===== config.mk =====
export PLATFORM = sky130hd
export DESIGN_NAME = seq_scan_ctrl_flat
export DESIGN_NICKNAME = d
export VERILOG_FILES = /design/src/rtl/seq_scan_ctrl_if.sv /design/src/rtl/seq_scan_ctrl.sv /design/src/flat_wrapper.sv
export SDC_FILE = /design/constraint.sdc
export NUM_CORES = 1
export LEC_CHECK = 0
export ABC_AREA = 1
export CAP_MARGIN = 20
export CORE_ASPECT_RATIO = 0.9
export CORE_MARGIN = 2
export CORE_UTILIZATION = 50
export CTS_CLUSTER_DIAMETER = 120
export DETAILED_ROUTE_END_ITERATION = 12
export PLACE_DENSITY = 0.74
export RECOVER_POWER = 25
export SYNTH_ARGS = -nofsm -noshare
export SYNTH_HDL_FRONTEND = slang
export SYNTH_SLANG_ARGS = --single-unit
export TNS_END_PERCENT = 10

===== constraint.sdc =====
create_clock -name clk -period 2.6 [get_ports clk]
set_input_delay 0.52 -clock clk [delete_from_list [all_inputs] [get_ports clk]]
set_output_delay 0.52 -clock clk [all_outputs]
set_load 0.03 [all_outputs]

===== src/rtl/seq_scan_ctrl_if.sv =====
// Word-input handshake for seq_scan_ctrl: producer drives valid/data, controller drives ready.
// Zero latency; a word transfers on any cycle with in_valid && in_ready.
interface seq_scan_ctrl_if #(
    parameter int DW = 8
);
    logic          in_valid;
    logic [DW-1:0] in_data;
    logic          in_ready;

    modport master (output in_valid, output in_data, input  in_ready);
    modport slave  (input  in_valid, input  in_data, output in_ready);
endinterface


===== src/rtl/seq_scan_ctrl.sv =====
// Job controller: serializes words MSB-first into a programmable pattern detector and counts matches.
// DW+1 cycles per word, z one cycle after the matching bit; in_ready drops for the whole SHIFT phase.
module seq_scan_ctrl #(
    parameter int DW = 8,
    parameter int PW = 8,
    parameter int CW = 16
) (
    input  logic                 clk,
    input  logic                 rst_n,
    input  logic [PW-1:0]        cfg_pattern,
    input  logic [$clog2(PW):0]  cfg_len,
    input  logic                 cfg_overlap,
    input  logic [7:0]           num_words,
    input  logic                 start,
    seq_scan_ctrl_if.slave       in_if,
    output logic                 z,
    output logic                 busy,
    output logic                 done,
    output logic [CW-1:0]        match_count
);
    localparam int LW  = $clog2(PW) + 1;
    localparam int SCW = (DW > 1) ? $clog2(DW) : 1;

    typedef enum logic [1:0] {IDLE, LOAD, SHIFT, DONE} state_t;

    state_t          state;
    logic [PW-1:0]   pat_q;
    logic [LW-1:0]   len_q;
    logic            ovl_q;
    logic [7:0]      words_left;
    logic [DW-1:0]   shreg;
    logic [SCW-1:0]  shcnt;
    logic [PW-1:0]   hist;
    logic [LW-1:0]   bitcnt;

    logic [PW-1:0]   hist_nxt;
    logic [LW-1:0]   bc_nxt;
    logic [PW-1:0]   mask;
    logic            match;

    // Detector sees the history and bit count as they will be after this bit.
    always_comb begin
        hist_nxt = {hist[PW-2:0], shreg[DW-1]};
        bc_nxt   = (bitcnt == LW'(PW)) ? bitcnt : bitcnt + LW'(1);
        mask     = '0;
        if (len_q != '0)
            mask = {PW{1'b1}} >> (LW'(PW) - len_q);
        match    = (len_q != '0) && (bc_nxt >= len_q) &&
                   ((hist_nxt & mask) == (pat_q & mask));
    end

    always_ff @(posedge clk or negedge rst_n) begin
        if (!rst_n) begin
            state          <= IDLE;
            pat_q          <= '0;
            len_q          <= '0;
            ovl_q          <= 1'b0;
            words_left     <= '0;
            shreg          <= '0;
            shcnt          <= '0;
            hist           <= '0;
            bitcnt         <= '0;
            in_if.in_ready <= 1'b0;
            z              <= 1'b0;
            busy           <= 1'b0;
            done           <= 1'b0;
            match_count    <= '0;
        end else begin
            z    <= 1'b0;
            done <= 1'b0;
            case (state)
                IDLE: begin
                    busy <= start;
                    if (start) begin
                        pat_q       <= cfg_pattern;
                        len_q       <= (cfg_len > LW'(PW)) ? LW'(PW) : cfg_len;
                        ovl_q       <= cfg_overlap;
                        words_left  <= num_words;
                        hist        <= '0;
                        bitcnt      <= '0;
                        match_count <= '0;
                        if (num_words == 8'd0) begin
                            state <= DONE;
                        end else begin
                            state          <= LOAD;
                            in_if.in_ready <= 1'b1;
                        end
                    end
                end
                LOAD: begin
                    if (in_if.in_valid) begin
                        shreg          <= in_if.in_data;
                        shcnt          <= '0;
                        in_if.in_ready <= 1'b0;
                        state          <= SHIFT;
                    end
                end
                SHIFT: begin
                    shreg  <= shreg << 1;
                    hist   <= hist_nxt;
                    bitcnt <= (match && !ovl_q) ? '0 : bc_nxt;
                    shcnt  <= shcnt + SCW'(1);
                    if (match) begin
                        z <= 1'b1;
                        if (match_count != '1)
                            match_count <= match_count + CW'(1);
                    end
                    if (shcnt == SCW'(DW - 1)) begin
                        words_left <= words_left - 8'd1;
                        if (words_left == 8'd1) begin
                            state <= DONE;
                        end else begin
                            state          <= LOAD;
                            in_if.in_ready <= 1'b1;
                        end
                    end
                end
                DONE: begin
                    // busy stays high through the done pulse and drops one cycle later
                    done  <= 1'b1;
                    state <= IDLE;
                end
                default: state <= IDLE;
            endcase
        end
    end
endmodule


===== src/flat_wrapper.sv =====
// flat-port wrapper written by rule: the top's interface ports become plain ports
module seq_scan_ctrl_flat 
#(
    parameter int DW = 8,
    parameter int PW = 8,
    parameter int CW = 16
)
  (clk, rst_n, cfg_pattern, cfg_len, cfg_overlap, num_words, start, z, busy, done, match_count, in_if_in_valid, in_if_in_data, in_if_in_ready);
  seq_scan_ctrl_if #(.DW(DW)) in_if_i ();
  input  logic clk;
  input  logic rst_n;
  input  logic [PW-1:0] cfg_pattern;
  input  logic [$clog2(PW):0] cfg_len;
  input  logic cfg_overlap;
  input  logic [7:0] num_words;
  input  logic start;
  output logic z;
  output logic busy;
  output logic done;
  output logic [CW-1:0] match_count;
  input wire logic [$bits(in_if_i.in_valid)-1:0] in_if_in_valid;
  input wire logic [$bits(in_if_i.in_data)-1:0] in_if_in_data;
  output wire logic [$bits(in_if_i.in_ready)-1:0] in_if_in_ready;
  assign in_if_i.in_valid = in_if_in_valid;
  assign in_if_i.in_data = in_if_in_data;
  assign in_if_in_ready = in_if_i.in_ready;
  seq_scan_ctrl #(.DW(DW), .PW(PW), .CW(CW)) u_core (.clk(clk), .rst_n(rst_n), .cfg_pattern(cfg_pattern), .cfg_len(cfg_len), .cfg_overlap(cfg_overlap), .num_words(num_words), .start(start), .in_if(in_if_i), .z(z), .busy(busy), .done(done), .match_count(match_count));
endmodule

==> summary.md <==
| Metric | Value |
|---|---|
| Number of buffers created by CTS | 9 |
| DR vias/cell | 5.14 |
| Nets@finish | 573 |
| Avg WL per Cell | 12.8 um |
| WL final | 7970 um |
| RSZ-0062 raised after global routing | no |
| Fillers | 650 |
| Slew HR | -5.64% |
| Starting density of the core | 52.1% |
| Clk_skew | 0.00883 ns |
| Comb power frac | 48.2% |
| Skew-Pair Late Insertion Delay | 0.35 ns |
| Status | finished with violations |
| Post-Route Setup TNS | 0 ns |
| Reg2reg end | u_core.match_count[4] |
| Yosys reg bits | 65 |
| First-pass GRT wire length | 13,700 um |
| Worst-path fanout max | 16 |
| Warnings from Yosys | 0 |
| Share of cells above drive strength 1 | 8.87% |
| Port Buffers | 52 |
| Sw Share | 44.3% |
| Row count | 29 |
| DRT iter0 DRCs | 146 |
| GRT busiest layer | met2 |
| Core Region | 0.00711 mm2 |
| Class of the worst hold path | register to register |
| TritonCTS clock tree | done |
| Setup Buffers After CTS | 0 |
| Peak VDD IR | 0.596 mV |
| Hold Path Depth | 2 |
| Vias | 3,201 |
| Unique masters post-synth | 39 |
| Crit start category | register |
| Antenna violations before repair | 0 |
| Worst setup path class | register to register |
| R2R depth | 15 |
| Worst reg2reg setup slack | 0.29 ns |
| Area delta synth->final | 21.0% |
| Register area share after synthesis | 43.9% |
| Hold_buf cts | 0 |
| Design area | 0.00448 mm2 |
| Seq pwr share | 34.9% |
| Worst r2r src | u_core.bitcnt[0] |
| Ports | 53 |
| Detailed Place HPWL | 5610 um |
| Internal power | 2580 uW |
| Setup violators final | 0 |
| Max cap viols | 1 |
| M3 GR Usage | 5.10% |
| Failing checks | max-capacitance violations, max-slew violations |
| CP Capture Type | register |
| Final hold vios | 0 |
| Synthesized area per cell | 7.88 um2 |
| Pre-antenna DRT Iters | 4 |
| Clock network power share | 16.9% |
| Multi-input gate area | 0.00177 mm2 |
| Root buffer cell | clkbuf_8 |
| Full die area | 0.00811 mm2 |
| CTS resizes | 0 |
| Post-Syn Area | 0.00370 mm2 |
| Leakage Power | 0.00211 uW |
| NetSw | 2050 uW |
| Antenna viol nets, final | 0 |
| CP arrival | 2.59 ns |
| H-tree level count | 3 |
| Die height | 85.6 um |
| PwrDens | 1030 mW/mm2 |
| Ys async rst share | 100% |
| DRC | 0 |
| Worst min-delay path startpoint | u_core.busy |
| Tcrit/Tclk final | 88.9% |
| Number of flops mapped to enable cells by yosys | 0 |
| Slew @ Worst Pin | 1.58 ns |
| GRT Residual Overflow | 0 |
| Vias in the first global route | 3,081 |
| Met2 Resource Use GR | 35.7% |
| Total GRT Usage | 21.5% |
| WP data required | 2.88 ns |
| Syn Nets | 517 |
| Clk slew on worst S/H paths | 0.07 ns |
| FF+latch area | 0.00163 mm2 |
| Syn Inst Count | 470 |
| Leading register cell type out of synthesis | dfrtp_1 |
| Placed cell area | 0.00430 mm2 |
| Min Tclk post-route | 2.31 ns |
| Global Route met1 Usage | 27.1% |
| Fmax | 0.433 GHz |
| Largest net degree at the start of global routing | 66 |
| Placer Congestion | 0.845 |
| Antenna Cells | 0 |
| Die Width | 94.7 um |
| Fin. max-slew vios | 66 |
| Clk buf depth | 2 |
| Hold Path End | u_core.busy |
| Num Clock Sinks | 65 |
## cell families (layout without fill, tap and decap cells)
family | after synthesis | in the layout | share of synthesized area [%]
AO/OA/AOI/OAI | 60 | 60 | 9.76
adder cells (fa/ha/maj) | 14 | 14 | 4.73
multiplexers | 1 | 1 | 0.270
AND/OR/NAND/NOR | 238 | 238 | 28.5
XOR/XNOR | 19 | 19 | 4.49
flip-flops | 65 | 65 | 43.9
buffers and inverters | 73 | 133 | 8.34
## metrics by stage
step	utilization, %	setup slack [ns]	instances	hold WS, ns	power [uW]
after floorplan	-	0.571	470	0.224	3320
after global placement	60.5	0.446	608	0.462	3780
after detailed placement	60.5	0.307	608	0.463	3870
after CTS	63.0	0.290	623	0.381	4670
final	63.0	0.289	623	0.473	4640
after global routing	63.0	0.0453	623	0.513	5050
## critical path, stage by stage (launching register included)
cell      delay, ns
dfrtp_1        0.40
inv_1          0.08
ha_1           0.19
nand2_1        0.08
nor2_1         0.05
xor2_1         0.15
ha_1           0.19
o21bai_1       0.15
nand3_1        0.08
nand3_1        0.07
nand2_1        0.05
inv_1          0.10
nand4_4        0.22
nand2_4        0.28
nand2_1        0.09
nand2_1        0.07
## routing by layer
metal	wire [um]	up-vias
met5	0	-
met2	3800	70
met3	360	11
li1	-	1634
met4	105	0
met1	3700	1486
## registers in the layout, summed over array words and instances (netlist names)
register / cells
u_core.pat_q: 8
u_core.state: 2
u_core.in_if.in_ready: 1
u_core.busy: 1
u_core.shreg: 8
u_core.shcnt: 3
u_core.words_left: 8
u_core.match_count: 16
u_core.len_q: 4
u_core.bitcnt: 4
u_core.z: 1
u_core.hist: 7
u_core.ovl_q: 1
u_core.done: 1
## cells in the final DEF (no fill, tap or decap), drive strengths merged
master,instances
a211oi,1
a21oi,6
a22o,2
a22oi,1
buf,7
clkbuf,12
clkdlybuf4s50,51
clkinv,4
clkinvlp,2
dfrtp,65
ha,14
inv,57
mux2i,1
nand2,133
nand3,37
nand3b,1
nand4,5
nor2,46
nor3,11
nor3b,2
nor4,2
o211ai,9
o21ai,28
o21bai,1
o221ai,2
o22ai,10
or2,1
xnor2,3
xor2,16
## cell usage after synthesis (all sizes together), types with 2 or more instances
| cell type | n | area share, % |
|---|---|---|
| nand2 | 133 | 15 |
| dfrtp | 65 | 44 |
| inv | 57 | 5.8 |
| nor2 | 46 | 4.7 |
| nand3 | 37 | 5.1 |
| o21ai | 28 | 3.8 |
| xor2 | 16 | 3.8 |
| ha | 14 | 4.7 |
| nor3 | 11 | 1.6 |
| o22ai | 10 | 1.7 |
| o211ai | 9 | 1.8 |
| buf | 8 | 1.8 |
| a21oi | 6 | 0.91 |
| clkbuf | 6 | 0.61 |
| nand4 | 5 | 1.2 |
| xnor2 | 3 | 0.71 |
| a22o | 2 | 0.47 |
| clkinv | 2 | 0.20 |
| nor3b | 2 | 0.41 |
| nor4 | 2 | 0.34 |
| o221ai | 2 | 0.47 |
## cell type report
| class | count | share of cell area, % |
|---|---|---|
| multi-input cells | 332 | 39.5 |
| flip-flops and latches | 65 | 36.3 |
| repair buffers | 59 | 12.6 |
| inverters | 59 | 4.94 |
| clock buffers | 11 | 3.38 |
| well taps | 93 | 2.60 |
| clock inverters | 4 | 0.642 |
## power groups by stage
| stage | Sequential, uW | Combinational, uW | Clock, uW |
|---|---|---|---|
| CTS | 1620 | 2250 | 806 |
| floorplan | 1650 | 1670 | 0 |
| global route | 1660 | 2550 | 843 |
| finish | 1620 | 2230 | 785 |
| detailed placement | 1630 | 2240 | 0 |
| global placement | 1620 | 2170 | 0 |
## worst max-delay path by stage
stage                            end  cells past startpoint  slack, ns        startpoint
2_1_floorplan  u_core.match_count[5]                     15       0.57  u_core.bitcnt[0]
3_3_place_gp   u_core.match_count[5]                     15       0.45  u_core.bitcnt[0]
3_5_place_dp   u_core.match_count[1]                     15       0.31  u_core.bitcnt[0]
4_1_cts        u_core.match_count[1]                     15       0.29  u_core.bitcnt[0]
5_1_grt        u_core.match_count[1]                     15       0.05  u_core.bitcnt[0]
6_report       u_core.match_count[4]                     15       0.29  u_core.bitcnt[0]
Power figures use the tool's default switching activity.
